--- config.mk ---
export PLATFORM = sky130hd
export DESIGN_NAME = async_fifo
export DESIGN_NICKNAME = d
export VERILOG_FILES = /design/src/rtl/async_fifo.sv
export SDC_FILE = /design/constraint.sdc
export NUM_CORES = 1
export LEC_CHECK = 0
export CORE_ASPECT_RATIO = 1.2
export CORE_MARGIN = 2
export CORE_UTILIZATION = 60
export DETAILED_ROUTE_END_ITERATION = 6
export PLACE_DENSITY_LB_ADDON = 0.3
export SYNTH_ARGS = -nofsm -noshare
export SYNTH_HDL_FRONTEND = slang
export SYNTH_SLANG_ARGS = --single-unit
--- constraint.sdc ---
create_clock -name wclk -period 5.2 [get_ports wclk]
set_clock_uncertainty 0.15 [all_clocks]
set_input_delay 1.04 -clock wclk [delete_from_list [all_inputs] [get_ports wclk]]
set_output_delay 1.04 -clock wclk [all_outputs]
set_load 0.01 [all_outputs]
--- src/rtl/async_fifo.sv ---
// Single-clock FIFO with registered read data, full/empty status and
// one-cycle overflow/underflow error pulses.
module async_fifo #(
  parameter int unsigned DATA_WIDTH = 8,
  parameter int unsigned ADDR_WIDTH = 4
) (
  input  logic                  wclk,
  input  logic                  wrst_n,
  input  logic                  w_en,
  input  logic                  r_en,
  input  logic [DATA_WIDTH-1:0] data_in,
  output logic [DATA_WIDTH-1:0] data_out,
  output logic                  full,
  output logic                  empty,
  output logic                  write_error,
  output logic                  read_error
);

  localparam int unsigned DEPTH = 1 << ADDR_WIDTH;
  localparam int unsigned PTR_W = ADDR_WIDTH + 1;

  logic [DATA_WIDTH-1:0] mem [DEPTH];
  logic [PTR_W-1:0]      wptr;
  logic [PTR_W-1:0]      rptr;
  logic                  wr_accept_c;
  logic                  rd_accept_c;

  // Status from pointers; the MSB is a wrap bit that separates full from empty.
  always_comb begin
    empty       = (wptr == rptr);
    full        = (wptr[ADDR_WIDTH] != rptr[ADDR_WIDTH]) &&
                  (wptr[ADDR_WIDTH-1:0] == rptr[ADDR_WIDTH-1:0]);
    wr_accept_c = w_en && !full;
    rd_accept_c = r_en && !empty;
  end

  // Storage array; contents are never reset, pointers make them invisible.
  always_ff @(posedge wclk) begin
    if (wr_accept_c) begin
      mem[wptr[ADDR_WIDTH-1:0]] <= data_in;
    end
  end

  // Write pointer and overflow pulse.
  always_ff @(posedge wclk or negedge wrst_n) begin
    if (!wrst_n) begin
      wptr        <= '0;
      write_error <= 1'b0;
    end else begin
      write_error <= w_en && full;
      if (wr_accept_c) begin
        wptr <= wptr + PTR_W'(1);
      end
    end
  end

  // Read pointer, registered read data and underflow pulse.
  always_ff @(posedge wclk or negedge wrst_n) begin
    if (!wrst_n) begin
      rptr       <= '0;
      data_out   <= '0;
      read_error <= 1'b0;
    end else begin
      read_error <= r_en && empty;
      if (rd_accept_c) begin
        data_out <= mem[rptr[ADDR_WIDTH-1:0]];
        rptr     <= rptr + PTR_W'(1);
      end
    end
  end

endmodule

Yosys cells after proc, flatten, opt, wreduce, memory -nomap -nowiden
Memory sizes are Yosys's and may differ from the RTL's. A register that Yosys moved wholly into a read port is not among the register bits.
Cells that the tools add are included.
{"block": "word_totals", "regBits": 12, "mem_bits_rw": 128, "out_inout_bits": 12, "n_memories": 1}
{"block": "classes", "add_sub_neg": 2, "eq_ne": 3, "n_mux": 2, "reduce_logical": 8}
{"memory": "mem", "words": 16, "word_bits": 8, "read_ports": 1, "rd_ports_with_merged_regs": 1, "wr": 1, "line": "22", "text": "logic [DATA_WIDTH-1:0] mem [DEPTH];"}
{"op": "5-bit by 1-bit adder with 5-bit output (second input constant)", "count": 2}
{"op": "5-bit equality test", "count": 1}
{"op": "1-bit logical AND", "count": 5}
{"op": "4-bit equality test", "count": 1}
{"op": "1-bit logical NOT", "count": 3}
{"op": "1-bit two-way mux", "count": 2}
{"op": "1-bit inequality test", "count": 1}

Logic depth before layout (Yosys ltp)
{"block": "depth", "word_depth": 6, "mapped_depth": 7, "depth_no_buf": 4}

Worst setup path before layout
OpenSTA, ideal clock, no wires.
{"block": "synth_timing", "path_type": "register -> output", "start": "register rptr[1]", "end": "output port empty", "t_arrival_ns": 1.220, "t_required_ns": 4.010, "slack_ns": 2.790, "path_stages_with_launch": 5, "n_path_buf": 1, "path_cell_list": "dfrtp_1 > buf_6 > xnor2_1 > nand4_2 > nor2_1"}
{"block": "synth_between", "elab_chain_cells": 1}
{"element": "start: declaration", "line": "24", "text": "logic [PTR_W-1:0] rptr;"}
{"element": "start signal: assignment", "line": "67", "text": "rptr <= rptr + PTR_W'(1);"}
{"element": "5-bit equality test", "line": "30", "text": "empty = (wptr == rptr);"}
{"element": "end: declaration", "line": "14", "text": "output logic empty,"}
Every way passes these cells.

Worst setup path in the final report
Ends and elaborated chain as after synthesis.

==> flow_metrics.py <==
metrics = {
    "clock_tree": {
        "cts_resized": 0,
        "cts_buffers": 17,
        "clock_path_buffers": 2,
        "clkLatencyLatePin_ns": 0.42,
        "cts.sinks": 148,
        "clkTransAtPathRegs_ns": 0.06,
        "hold_buffers": 0,
        "cts_tree": "done",
        "cts_setup_buffers": 0,
        "htreeDepth": 4,
        "cts-root-buf": "clkbuf_16",
    },
    "logic_synthesis": {
        "synth_area_leaders": "edfxtp_1 64%, mux4_2 9.0%, dfrtp_1 8.3%, mux2i_1 2.7%, mux2_4 2.0%",
        "synth_edf_count": 128,
        "synth_top_area_frac": 0.639,
        "yosys-top-cells-count": "128 x edfxtp_1, 24 x mux4_2, 20 x dfrtp_1",
        "yosysTopAreaCell": "edfxtp_1",
        "yosysMostFrequentCell": "edfxtp_1",
        "syn_avg_cell_area_sq_um": 19.6,
        "netlist_area_sq_mm": 0.00601,
        "synth_cell_types": 33,
        "netlist_instances": 307,
        "synth_nets": 324,
        "yosys_warnings": 0,
        "async_flop_share": 0.135,
        "ys.flop_type": "edfxtp_1",
        "ys_seq_elements": 148,
        "yosysSeqAreaShare": 0.723,
    },
    "sta": {
        "fin_tns_setup_ns": 0,
        "max_freq_mhz": 264,
        "tightest_slew_ns": 1.25,
        "hold_violations": 0,
        "fin_crit_sh": 0.730,
        "drv_slew": 0,
        "rsz0062_at_grt": "no",
        "layout_setup_ws_ns": 1.41,
        "slew_headroom": 0.162,
        "setup_viol": 0,
        "worst_hold_slack_ns": 0.364,
        "fin_crit_ns": 3.79,
    },
    "hold_path": {
        "holdPathStages": 1,
        "min_to": "data_out[7]",
        "hold_start": "data_out[7]",
        "min_path_type": "reg2reg",
    },
    "final_layout": {
        "antennaDiodeCount": 0,
        "final_nets": 351,
        "synthToLayoutAreaGrowth_pct": 14.2,
        "final_area_sq_mm": 0.00686,
        "drive_gt1_frac": 0.207,
    },
    "floorplan": {
        "die_height_microns": 114,
        "die_area_sq_mm": 0.0108,
        "io_pins": 24,
        "initial_utilization": 0.607,
        "fp.dieW_microns": 95.4,
        "rows": 40,
        "core-area_sq_mm": 0.00991,
    },
    "detailed_routing": {
        "drc": 0,
        "drtIter0Drc": 351,
        "ant_nets": 0,
        "drt_first_pass_iters": 5,
        "avgRoutedWirePerCell_microns": 26.0,
        "wirelength_mm": 12.3,
        "via_per_inst": 6.43,
        "vias": 3040,
    },
    "setup_path": {
        "startpoint_type": "register",
        "rrSetupSlack_ns": 1.81,
        "crit_path_end_kind": "primary output",
        "rr_endpoint": "mem[9][7]",
        "cp.required_ns": 4.01,
        "cp.arrival_ns": 2.60,
        "critPathMaxFanout": 30,
        "worst_r2r_path_depth": 4,
        "r2r_start": "rptr[1]",
        "path_class": "reg2out",
    },
    "global_routing": {
        "antenna_found_initial": 0,
        "grt_max_degree": 45,
        "grt_usage": 0.252,
        "grt_pass1_wl_mm": 18.7,
        "grt_pass1_vias": 3099,
        "grt_overflow_total": 0,
    },
    "power": {
        "p_leak_nw": 2.40,
        "irDropWorstVdd_mv": 0.262,
        "powerDensity_mw_per_mm2": 581,
        "power_mw": 3.98,
    },
    "job": {
        "cap_violations": 0,
    },
    "placed_design": {
        "place_hpwl_mm": 7.45,
        "dp_slack_ns": 1.68,
        "placed_area_sq_mm": 0.00632,
        "io_buffers": 23,
        "gp_congestion": 0.818,
    },
    "status": {
        "status": "completed",
    },
}
[metrics by stage]
step	utilization	std cells
finish	0.693	473
global route	0.693	473
CTS	0.693	473
detailed placement	0.637	441
global placement	0.637	441
floorplan	-	307
[how the worst max path moves through the flow]
| stage | from | endpoint | cells after the start |
|---|---|---|---|
| after floorplan | rptr[1] | empty | 4 |
| after global placement | w_en | mem[9][5] | 4 |
| after detailed placement | w_en | mem[8][7] | 4 |
| after CTS | rptr[1] | empty | 4 |
| after global routing | rptr[1] | empty | 4 |
| final | rptr[1] | empty | 4 |
[flip-flops by register name, summed over array words and instances, names as in the netlist]
register	count
data_out	8
mem	128
read_error	1
rptr	5
wptr	5
write_error	1
[cell type report]
class                   count  area, sq um
flip-flops and latches    148         4350
multi-input cells         139         1560
well taps                 126          158
inverters                   4         15.0
repair buffers             24          238
clock inverters            14          119
clock buffers              18          429
fillers                   615         3050
[layout by cell type (no fill, tap or decap), types with 4 or more instances in the layout]
cell,netlist,layout
nor2b_1,5,5
dfrtp_1,20,18
inv_1,4,4
clkdlybuf4s50_1,0,23
a22o_1,8,8
xnor2_1,12,12
a221oi_1,8,8
mux4_2,24,24
mux2_4,8,8
mux2_2,9,9
o211ai_1,4,4
ha_1,5,5
edfxtp_1,128,128
nand2b_1,8,8
nor2_1,4,4
clkinv_1,0,5
and3_1,15,15
mux2i_1,16,16
clkbuf_16,0,17
clkinv_2,0,5
[layer usage]
| metal | track usage | wire, microns | vias up |
|---|---|---|---|
| met2 | 0.367 | 5990 | 171 |
| met1 | 0.346 | 4890 | 1545 |
| li1 | - | - | 1291 |
| met5 | 0 | 0 | - |
| met4 | 0.141 | 485 | 0 |
| met3 | 0.0700 | 937 | 33 |
[logic make-up after synthesis]
logic type      synth area share
flops                      0.723
mux                        0.155
fa+ha+maj                 0.0104
xor+xnor                  0.0204
simple gates              0.0387
compound gates            0.0345
buf+inv                   0.0181
[worst max-delay path: stages (launching register included)]
cell,delay (ns)
dfrtp_2,0.96
xnor2_1,0.23
nand4_2,0.28
nor2_1,0.16
clkdlybuf4s50_1,0.54
[power breakdown]
group          internal [mW]  total (mW)  switching (mW)  leakage, nW
registers               1.47        1.68           0.207         1.39
clock network          0.691        1.13           0.442        0.267
logic                  0.608        1.17           0.563        0.739
Power figures use the tool's default switching activity.
